File: config.mk
export PLATFORM = sky130hd
export DESIGN_NAME = atm_txn_scheduler
export DESIGN_NICKNAME = d
export VERILOG_FILES = /design/src/rtl/atm_txn_scheduler.sv
export SDC_FILE = /design/constraint.sdc
export NUM_CORES = 1
export LEC_CHECK = 0
export ABC_AREA = 0
export CORE_MARGIN = 1
export CORE_UTILIZATION = 35
export CTS_CLUSTER_SIZE = 12
export DETAILED_ROUTE_END_ITERATION = 10
export PLACE_DENSITY = 0.62
export SLEW_MARGIN = 10
export SYNTH_ARGS = -nofsm -noshare
export SYNTH_HDL_FRONTEND = slang
export SYNTH_SLANG_ARGS = --single-unit
File: constraint.sdc
create_clock -name clk -period 6.7 [get_ports clk]
set_input_delay 0.67 -clock clk [delete_from_list [all_inputs] [get_ports clk]]
set_output_delay 0.67 -clock clk [all_outputs]
set_load 0.005 [all_outputs]
File: src/rtl/atm_txn_scheduler.sv
// Round-robin arbiter and atomic transaction engine over a three-entry balance table.
// Every transaction takes IDLE -> LOOKUP -> EXEC -> RESP, so one completes every four cycles.
module atm_txn_scheduler #(
    parameter int N_TERM = 4,
    parameter int ACCT_W = 12,
    parameter int BAL_W  = 12,
    parameter int AMT_W  = 6
) (
    input  logic                       clk,
    input  logic                       rst,
    input  logic [N_TERM-1:0]          req,
    input  logic [3*N_TERM-1:0]        op,
    input  logic [ACCT_W*N_TERM-1:0]   acct,
    input  logic [ACCT_W*N_TERM-1:0]   dst,
    input  logic [AMT_W*N_TERM-1:0]    amount,
    output logic [N_TERM-1:0]          grant,
    output logic [N_TERM-1:0]          done,
    output logic                       busy,
    output logic [2:0]                 rsp_status,
    output logic [BAL_W-1:0]           rsp_balance,
    output logic [BAL_W-1:0]           rsp_dst_balance
);

    localparam int PTR_W  = (N_TERM > 1) ? $clog2(N_TERM) : 1;
    localparam int N_ACCT = 3;

    localparam logic [2:0] OP_DEP = 3'd0;
    localparam logic [2:0] OP_WDR = 3'd1;
    localparam logic [2:0] OP_QRY = 3'd2;
    localparam logic [2:0] OP_XFR = 3'd3;

    localparam logic [2:0] ST_OK       = 3'd0;
    localparam logic [2:0] ST_BAD_ACCT = 3'd1;
    localparam logic [2:0] ST_BAD_DST  = 3'd2;
    localparam logic [2:0] ST_NSF      = 3'd3;
    localparam logic [2:0] ST_OVF      = 3'd4;
    localparam logic [2:0] ST_BAD_OP   = 3'd5;

    typedef enum logic [1:0] {
        S_IDLE,
        S_LOOKUP,
        S_EXEC,
        S_RESP
    } state_t;

    function automatic logic [ACCT_W-1:0] acct_num(input int k);
        case (k)
            0:       acct_num = ACCT_W'(32'h123);
            1:       acct_num = ACCT_W'(32'h456);
            default: acct_num = ACCT_W'(32'h789);
        endcase
    endfunction

    function automatic logic [BAL_W-1:0] bal_rst(input int k);
        case (k)
            0:       bal_rst = BAL_W'(32'h457);
            1:       bal_rst = BAL_W'(32'h8AE);
            default: bal_rst = BAL_W'(32'hD05);
        endcase
    endfunction

    state_t              state_q, state_d;
    logic [PTR_W-1:0]    ptr_q, ptr_d;
    logic [PTR_W-1:0]    win_q, win_d;
    logic [2:0]          op_q, op_d;
    logic [ACCT_W-1:0]   acct_q, acct_d;
    logic [ACCT_W-1:0]   dst_q, dst_d;
    logic [AMT_W-1:0]    amt_q, amt_d;
    logic                src_hit_q, src_hit_d;
    logic                dst_hit_q, dst_hit_d;
    logic [1:0]          src_idx_q, src_idx_d;
    logic [1:0]          dst_idx_q, dst_idx_d;
    logic [BAL_W-1:0]    bal_q [N_ACCT];
    logic [BAL_W-1:0]    bal_d [N_ACCT];
    logic [2:0]          rsp_status_q, rsp_status_d;
    logic [BAL_W-1:0]    rsp_bal_q, rsp_bal_d;
    logic [BAL_W-1:0]    rsp_dbal_q, rsp_dbal_d;

    logic [2:0]          op_arr   [N_TERM];
    logic [ACCT_W-1:0]   acct_arr [N_TERM];
    logic [ACCT_W-1:0]   dst_arr  [N_TERM];
    logic [AMT_W-1:0]    amt_arr  [N_TERM];
    logic [PTR_W:0]      cand_sum [N_TERM];
    logic [PTR_W-1:0]    cand_idx [N_TERM];
    logic [N_TERM-1:0]   cand_req;
    logic                arb_found;
    logic [PTR_W-1:0]    arb_idx;

    logic [N_ACCT-1:0]   src_match, dst_match;

    logic [BAL_W-1:0]    src_bal, dst_bal, amt_ext, new_src;
    logic [BAL_W:0]      sum_src, sum_dst;
    logic                is_dep, is_wdr, is_qry, is_xfr;
    logic [2:0]          exec_status;
    logic                exec_ok;

    // Candidate k is the k-th terminal at or after ptr, wrapping at N_TERM.
    for (genvar gi = 0; gi < N_TERM; gi++) begin : g_term
        assign op_arr[gi]   = op[3*gi +: 3];
        assign acct_arr[gi] = acct[ACCT_W*gi +: ACCT_W];
        assign dst_arr[gi]  = dst[ACCT_W*gi +: ACCT_W];
        assign amt_arr[gi]  = amount[AMT_W*gi +: AMT_W];
        assign cand_sum[gi] = {1'b0, ptr_q} + (PTR_W+1)'(gi);
        assign cand_idx[gi] = (cand_sum[gi] >= (PTR_W+1)'(N_TERM))
                            ? PTR_W'(cand_sum[gi] - (PTR_W+1)'(N_TERM))
                            : cand_sum[gi][PTR_W-1:0];
        assign cand_req[gi] = req[cand_idx[gi]];
        assign grant[gi]    = busy && (win_q == PTR_W'(gi));
        assign done[gi]     = (state_q == S_RESP) && (win_q == PTR_W'(gi));
    end

    for (genvar gi = 0; gi < N_ACCT; gi++) begin : g_match
        assign src_match[gi] = (acct_q == acct_num(gi));
        assign dst_match[gi] = (dst_q == acct_num(gi));
    end

    assign busy            = (state_q != S_IDLE);
    assign rsp_status      = rsp_status_q;
    assign rsp_balance     = rsp_bal_q;
    assign rsp_dst_balance = rsp_dbal_q;
    assign amt_ext         = BAL_W'(amt_q);

    always_comb begin
        arb_found = |cand_req;
        arb_idx   = '0;
        for (int k = N_TERM - 1; k >= 0; k--) begin
            if (cand_req[k]) arb_idx = cand_idx[k];
        end
    end

    // EXEC datapath: sums are one bit wider so overflow is seen instead of wrapping.
    always_comb begin
        src_bal = '0;
        dst_bal = '0;
        for (int k = 0; k < N_ACCT; k++) begin
            if (src_idx_q == 2'(k)) src_bal = bal_q[k];
            if (dst_idx_q == 2'(k)) dst_bal = bal_q[k];
        end
        sum_src = {1'b0, src_bal} + {1'b0, amt_ext};
        sum_dst = {1'b0, dst_bal} + {1'b0, amt_ext};
        is_dep  = (op_q == OP_DEP);
        is_wdr  = (op_q == OP_WDR);
        is_qry  = (op_q == OP_QRY);
        is_xfr  = (op_q == OP_XFR);

        new_src = src_bal;
        if (is_dep)               new_src = sum_src[BAL_W-1:0];
        else if (is_wdr || is_xfr) new_src = src_bal - amt_ext;

        exec_status = ST_OK;
        if (op_q[2] || (!is_qry && (amt_q == '0)))
            exec_status = ST_BAD_OP;
        else if (!src_hit_q)
            exec_status = ST_BAD_ACCT;
        else if (is_xfr && (!dst_hit_q || (dst_idx_q == src_idx_q)))
            exec_status = ST_BAD_DST;
        else if ((is_wdr || is_xfr) && (amt_ext > src_bal))
            exec_status = ST_NSF;
        else if ((is_dep && sum_src[BAL_W]) || (is_xfr && sum_dst[BAL_W]))
            exec_status = ST_OVF;
        exec_ok = (exec_status == ST_OK);
    end

    always_comb begin
        state_d      = state_q;
        ptr_d        = ptr_q;
        win_d        = win_q;
        op_d         = op_q;
        acct_d       = acct_q;
        dst_d        = dst_q;
        amt_d        = amt_q;
        src_hit_d    = src_hit_q;
        dst_hit_d    = dst_hit_q;
        src_idx_d    = src_idx_q;
        dst_idx_d    = dst_idx_q;
        rsp_status_d = rsp_status_q;
        rsp_bal_d    = rsp_bal_q;
        rsp_dbal_d   = rsp_dbal_q;
        for (int k = 0; k < N_ACCT; k++) bal_d[k] = bal_q[k];

        case (state_q)
            S_IDLE: begin
                if (arb_found) begin
                    win_d   = arb_idx;
                    op_d    = op_arr[arb_idx];
                    acct_d  = acct_arr[arb_idx];
                    dst_d   = dst_arr[arb_idx];
                    amt_d   = amt_arr[arb_idx];
                    state_d = S_LOOKUP;
                end
            end
            S_LOOKUP: begin
                src_hit_d = |src_match;
                dst_hit_d = |dst_match;
                src_idx_d = '0;
                dst_idx_d = '0;
                for (int k = 0; k < N_ACCT; k++) begin
                    if (src_match[k]) src_idx_d = 2'(k);
                    if (dst_match[k]) dst_idx_d = 2'(k);
                end
                state_d = S_EXEC;
            end
            S_EXEC: begin
                rsp_status_d = exec_status;
                rsp_bal_d    = exec_ok ? new_src : (src_hit_q ? src_bal : '0);
                rsp_dbal_d   = (exec_ok && is_xfr) ? sum_dst[BAL_W-1:0] : '0;
                if (exec_ok) begin
                    for (int k = 0; k < N_ACCT; k++) begin
                        if ((src_idx_q == 2'(k)) && !is_qry) bal_d[k] = new_src;
                        if ((dst_idx_q == 2'(k)) && is_xfr)  bal_d[k] = sum_dst[BAL_W-1:0];
                    end
                end
                state_d = S_RESP;
            end
            S_RESP: begin
                ptr_d   = (win_q == PTR_W'(N_TERM - 1)) ? '0 : win_q + PTR_W'(1);
                state_d = S_IDLE;
            end
            default: state_d = S_IDLE;
        endcase
    end

    always_ff @(posedge clk or posedge rst) begin
        if (rst) begin
            state_q      <= S_IDLE;
            ptr_q        <= '0;
            win_q        <= '0;
            op_q         <= '0;
            acct_q       <= '0;
            dst_q        <= '0;
            amt_q        <= '0;
            src_hit_q    <= 1'b0;
            dst_hit_q    <= 1'b0;
            src_idx_q    <= '0;
            dst_idx_q    <= '0;
            rsp_status_q <= '0;
            rsp_bal_q    <= '0;
            rsp_dbal_q   <= '0;
            for (int k = 0; k < N_ACCT; k++) bal_q[k] <= bal_rst(k);
        end else begin
            state_q      <= state_d;
            ptr_q        <= ptr_d;
            win_q        <= win_d;
            op_q         <= op_d;
            acct_q       <= acct_d;
            dst_q        <= dst_d;
            amt_q        <= amt_d;
            src_hit_q    <= src_hit_d;
            dst_hit_q    <= dst_hit_d;
            src_idx_q    <= src_idx_d;
            dst_idx_q    <= dst_idx_d;
            rsp_status_q <= rsp_status_d;
            rsp_bal_q    <= rsp_bal_d;
            rsp_dbal_q   <= rsp_dbal_d;
            for (int k = 0; k < N_ACCT; k++) bal_q[k] <= bal_d[k];
        end
    end

endmodule

==> results.toml <==
[outcome]
outcome = "complete, no violations"

[clock_network]
post_cts_resized = 0
clk_root_buffer_cell = "sky130_fd_sc_hd__clkbuf_16"
cts_tree = "done"
path_clk_slew_ns = 0.07
clk_latency_ns = 0.36
cts.repair_timing.setup_buffer_count = 0
cts_hold_buffers = 0
htree_levels = 3
clock_sink_count = 108
clock_path_buffers = 2
cts-buffers-inserted = 9

[yosys]
post_synth_mux_area_share_pct = 20.5
post_synth_num_cell_types = 80
syn_nets = 1046
dominant_combinational_cell_family_by_area_after_synthesis = "multiplexers"
syn-cell-area_mm2 = 0.00814
synth_enable_flop_cells = 0
ys_async_sr_fraction_pct = 100
synth-adder-area-share_pct = 4.73
syn_avg_cell_area_um2 = 9.27
synth_xor_area_share_pct = 2.15
synthesis.instances = 879
synth-main-ff-cell = "sky130_fd_sc_hd__dfrtp_1"
post_synthesis_simple_gate_area_fraction_pct = 16.3
synth_compound_area_share_pct = 18.0
ys.warnings.count = 0
fraction_of_the_yosys_area_taken_by_sequential_cells_pct = 33.4
ys_seq_elements = 108

[place]
preCtsSetupSlack_ns = 2.21
port-buffer-count = 173
placed_cell_area_mm2 = 0.0100
hpwl_um = 17600
gp_congestion = 0.942

[drt]
route.antenna.remaining_nets = 0
dr_drc_count = 0
avgRoutedWirePerCell_um = 17.8
vias_per_cell = 5.41
initialDrtViolationCount = 425
routed-via-count = 7038
dr.pass1.iters = 5
drt-total-wl_um = 23200

[timing]
achievable-frequency_ghz = 0.217
period_minus_slack_ns = 4.60
setup_violations = 0
grt_setup_unrepaired = "no"
slew_headroom_pct = 27.6
hold_viol_final = 0
setup_total_negative_slack_ns = 0
worst_slew_pin_slew_ns = 1.09
postLayoutSetupSlackWorst_ns = 2.10
worst_clock_skew_ns = 0.00954
period_share_pct = 68.7
hold_ws_ns = 0.491
timing.final.max_slew_violations = 0

[global_routing]
grt_start_max_net_pins = 70
global_route_wire_length_before_repair_um = 37200
grt_overflow_total = 0
antenna_found_initial = 0
grt_pass1_vias = 6837
gr-usage-all-layers_pct = 19.9

[power]
pwr-share-comb_pct = 59.8
power_frac_clock_pct = 13.8
power.density_cell_area_mw_per_mm2 = 404
power.net_switching_mw = 1.90
internal-power_mw = 2.28
worst_ir_drop_vdd_v = 0.000154
power_switching_share_pct = 45.5
sequentialPowerShare_pct = 26.4
p_leak_nw = 4.30

[critical_path]
worst_endpoint_data_arrival_time_ns = 4.84
critPathLaunch = "src_idx_q[1]"
worst_r2r_startpoint = "src_idx_q[1]"
worst_r2r_path_depth = 11
endpoint_kind = "flop"
startpoint_type = "flop"
r2r_setup_slack_ns = 2.10
worstPathMaxFanout = 27
timing.critical_path.to = "bal_q[33]"
cp.required_ns = 6.94
setup.worst_path.class = "flop to flop"
rr_endpoint = "bal_q[33]"

[cells_and_area]
final_net_count = 1179
antennaDiodeCount = 0
drive_gt1_share_pct = 13.0
fill_cells = 2246
layout-area-overhead-vs-synth_pct = 26.9
mostFrequentLayoutCell = "sky130_fd_sc_hd__clkdlybuf4s50_1"
commonest_cells_after_routing_fill_and_taps_aside = "sky130_fd_sc_hd__clkdlybuf4s50_1, sky130_fd_sc_hd__o21ai_0, sky130_fd_sc_hd__nand2_1"
post-route-cell-area_mm2 = 0.0103

[floorplan]
std_cell_rows = 55
dieHeight_um = 155
dieWidth_um = 155
placeableCoreArea_mm2 = 0.0227
floorplan.initialDensity_pct = 35.9
num_io_pins = 174
die_area_mm2 = 0.0239

[run]
max_cap_viol_count = 0

[min_path]
hp-class = "flop to flop"
-- sequential cells by signal, indices dropped and copies added, names as in the netlist --
register,flops
dst_hit_q,1
src_hit_q,1
ptr_q,2
rsp_dst_balance,12
rsp_balance,12
state_q,2
src_idx_q,2
bal_q,36
op_q,3
dst_idx_q,2
rsp_status,3
amt_q,6
win_q,2
acct_q,12
dst_q,12
-- stage by stage --
| stage | util, % | power (mW) | std cells |
|---|---|---|---|
| floorplan | - | 2.81 | 879 |
| global route | 45.5 | 4.54 | 1302 |
| finish | 45.5 | 4.18 | 1302 |
| CTS | 45.5 | 4.20 | 1302 |
| global placement | 44.2 | 3.59 | 1286 |
| detailed placement | 44.2 | 3.62 | 1286 |
-- cell type report --
type / instances / area [um^2] / area share [%]
multi-input combinational: 685 / 5070 / 49.0
tap: 285 / 357 / 3.45
inverter: 31 / 119 / 1.15
sequential: 108 / 2720 / 26.3
clock inverter: 4 / 75.1 / 0.726
timing repair buffer: 177 / 1760 / 17.0
clock buffer: 12 / 236 / 2.29
-- kinds of logic after synthesis --
kind of cell / count (synthesis)
simple gates: 258
buf+inv: 86
flops: 108
xor+xnor: 20
fa+ha+maj: 29
mux: 150
compound gates: 228
-- synth_stat cells (6+ instances only) --
master | instances | area share, %
sky130_fd_sc_hd__mux2_4 | 20 | 3.7
sky130_fd_sc_hd__ha_1 | 26 | 4.0
sky130_fd_sc_hd__a31oi_1 | 11 | 0.85
sky130_fd_sc_hd__nand3_1 | 17 | 1.0
sky130_fd_sc_hd__xor2_1 | 9 | 0.97
sky130_fd_sc_hd__dfstp_2 | 17 | 5.5
sky130_fd_sc_hd__buf_6 | 6 | 0.83
sky130_fd_sc_hd__nand2b_1 | 9 | 0.69
sky130_fd_sc_hd__mux2i_1 | 75 | 9.2
sky130_fd_sc_hd__mux2_2 | 44 | 6.1
sky130_fd_sc_hd__o21ai_0 | 105 | 6.5
sky130_fd_sc_hd__mux2_1 | 11 | 1.5
sky130_fd_sc_hd__nand2_1 | 105 | 4.8
sky130_fd_sc_hd__nor3_1 | 11 | 0.68
sky130_fd_sc_hd__a21oi_1 | 30 | 1.8
sky130_fd_sc_hd__nor2b_1 | 15 | 1.2
sky130_fd_sc_hd__inv_1 | 31 | 1.4
sky130_fd_sc_hd__buf_2 | 10 | 0.61
sky130_fd_sc_hd__and2_1 | 8 | 0.61
sky130_fd_sc_hd__o22ai_1 | 6 | 0.46
sky130_fd_sc_hd__o2bb2ai_1 | 19 | 2.0
sky130_fd_sc_hd__nor2_1 | 37 | 1.7
sky130_fd_sc_hd__a21o_1 | 6 | 0.55
sky130_fd_sc_hd__or2_2 | 9 | 0.69
sky130_fd_sc_hd__dfrtp_1 | 91 | 28
sky130_fd_sc_hd__clkbuf_1 | 34 | 1.6
sky130_fd_sc_hd__xnor2_1 | 11 | 1.2
-- worst max-delay path, cell delays in order (launching register included) --
cell                      delay (ns)
sky130_fd_sc_hd__dfrtp_1        1.00
sky130_fd_sc_hd__mux2_2         0.44
sky130_fd_sc_hd__mux2_2         0.31
sky130_fd_sc_hd__ha_1           0.22
sky130_fd_sc_hd__fa_1           0.40
sky130_fd_sc_hd__nor2b_1        0.16
sky130_fd_sc_hd__o22ai_1        0.21
sky130_fd_sc_hd__o21ai_0        0.23
sky130_fd_sc_hd__nand4_1        0.25
sky130_fd_sc_hd__nand3_4        0.30
sky130_fd_sc_hd__or3_4          0.61
sky130_fd_sc_hd__mux2_4         0.34
-- power groups by stage --
| stage | Sequential [mW] | Combinational, mW | Clock (mW) |
|---|---|---|---|
| after floorplan | 1.01 | 1.80 | 0 |
| after global routing | 1.14 | 2.79 | 0.612 |
| after detailed placement | 1.12 | 2.50 | 0 |
| after CTS | 1.11 | 2.51 | 0.590 |
| after global placement | 1.11 | 2.47 | 0 |
| final | 1.10 | 2.50 | 0.575 |
-- metal layers --
layer,vias up,track usage [%],wire (um),part of all wire [%]
li1,3440,-,-,-
met1,3309,26.2,10200,44
met2,260,32.8,11000,48
met3,29,4.48,1560,6.7
met4,0,4.90,439,1.9
met5,-,0,0,0
-- worst min-delay path by stage --
stage | start | cells past startpoint | end
2_1_floorplan | acct_q[1] | 2 | acct_q[1]
3_3_place_gp | rsp_dst_balance[6] | 1 | rsp_dst_balance[6]
5_1_grt | rsp_dst_balance[2] | 1 | rsp_dst_balance[2]
3_5_place_dp | rsp_dst_balance[2] | 1 | rsp_dst_balance[2]
4_1_cts | rsp_dst_balance[2] | 1 | rsp_dst_balance[2]
6_report | rsp_dst_balance[2] | 1 | rsp_dst_balance[2]
Note: power is estimated with default switching activity, not from simulation.
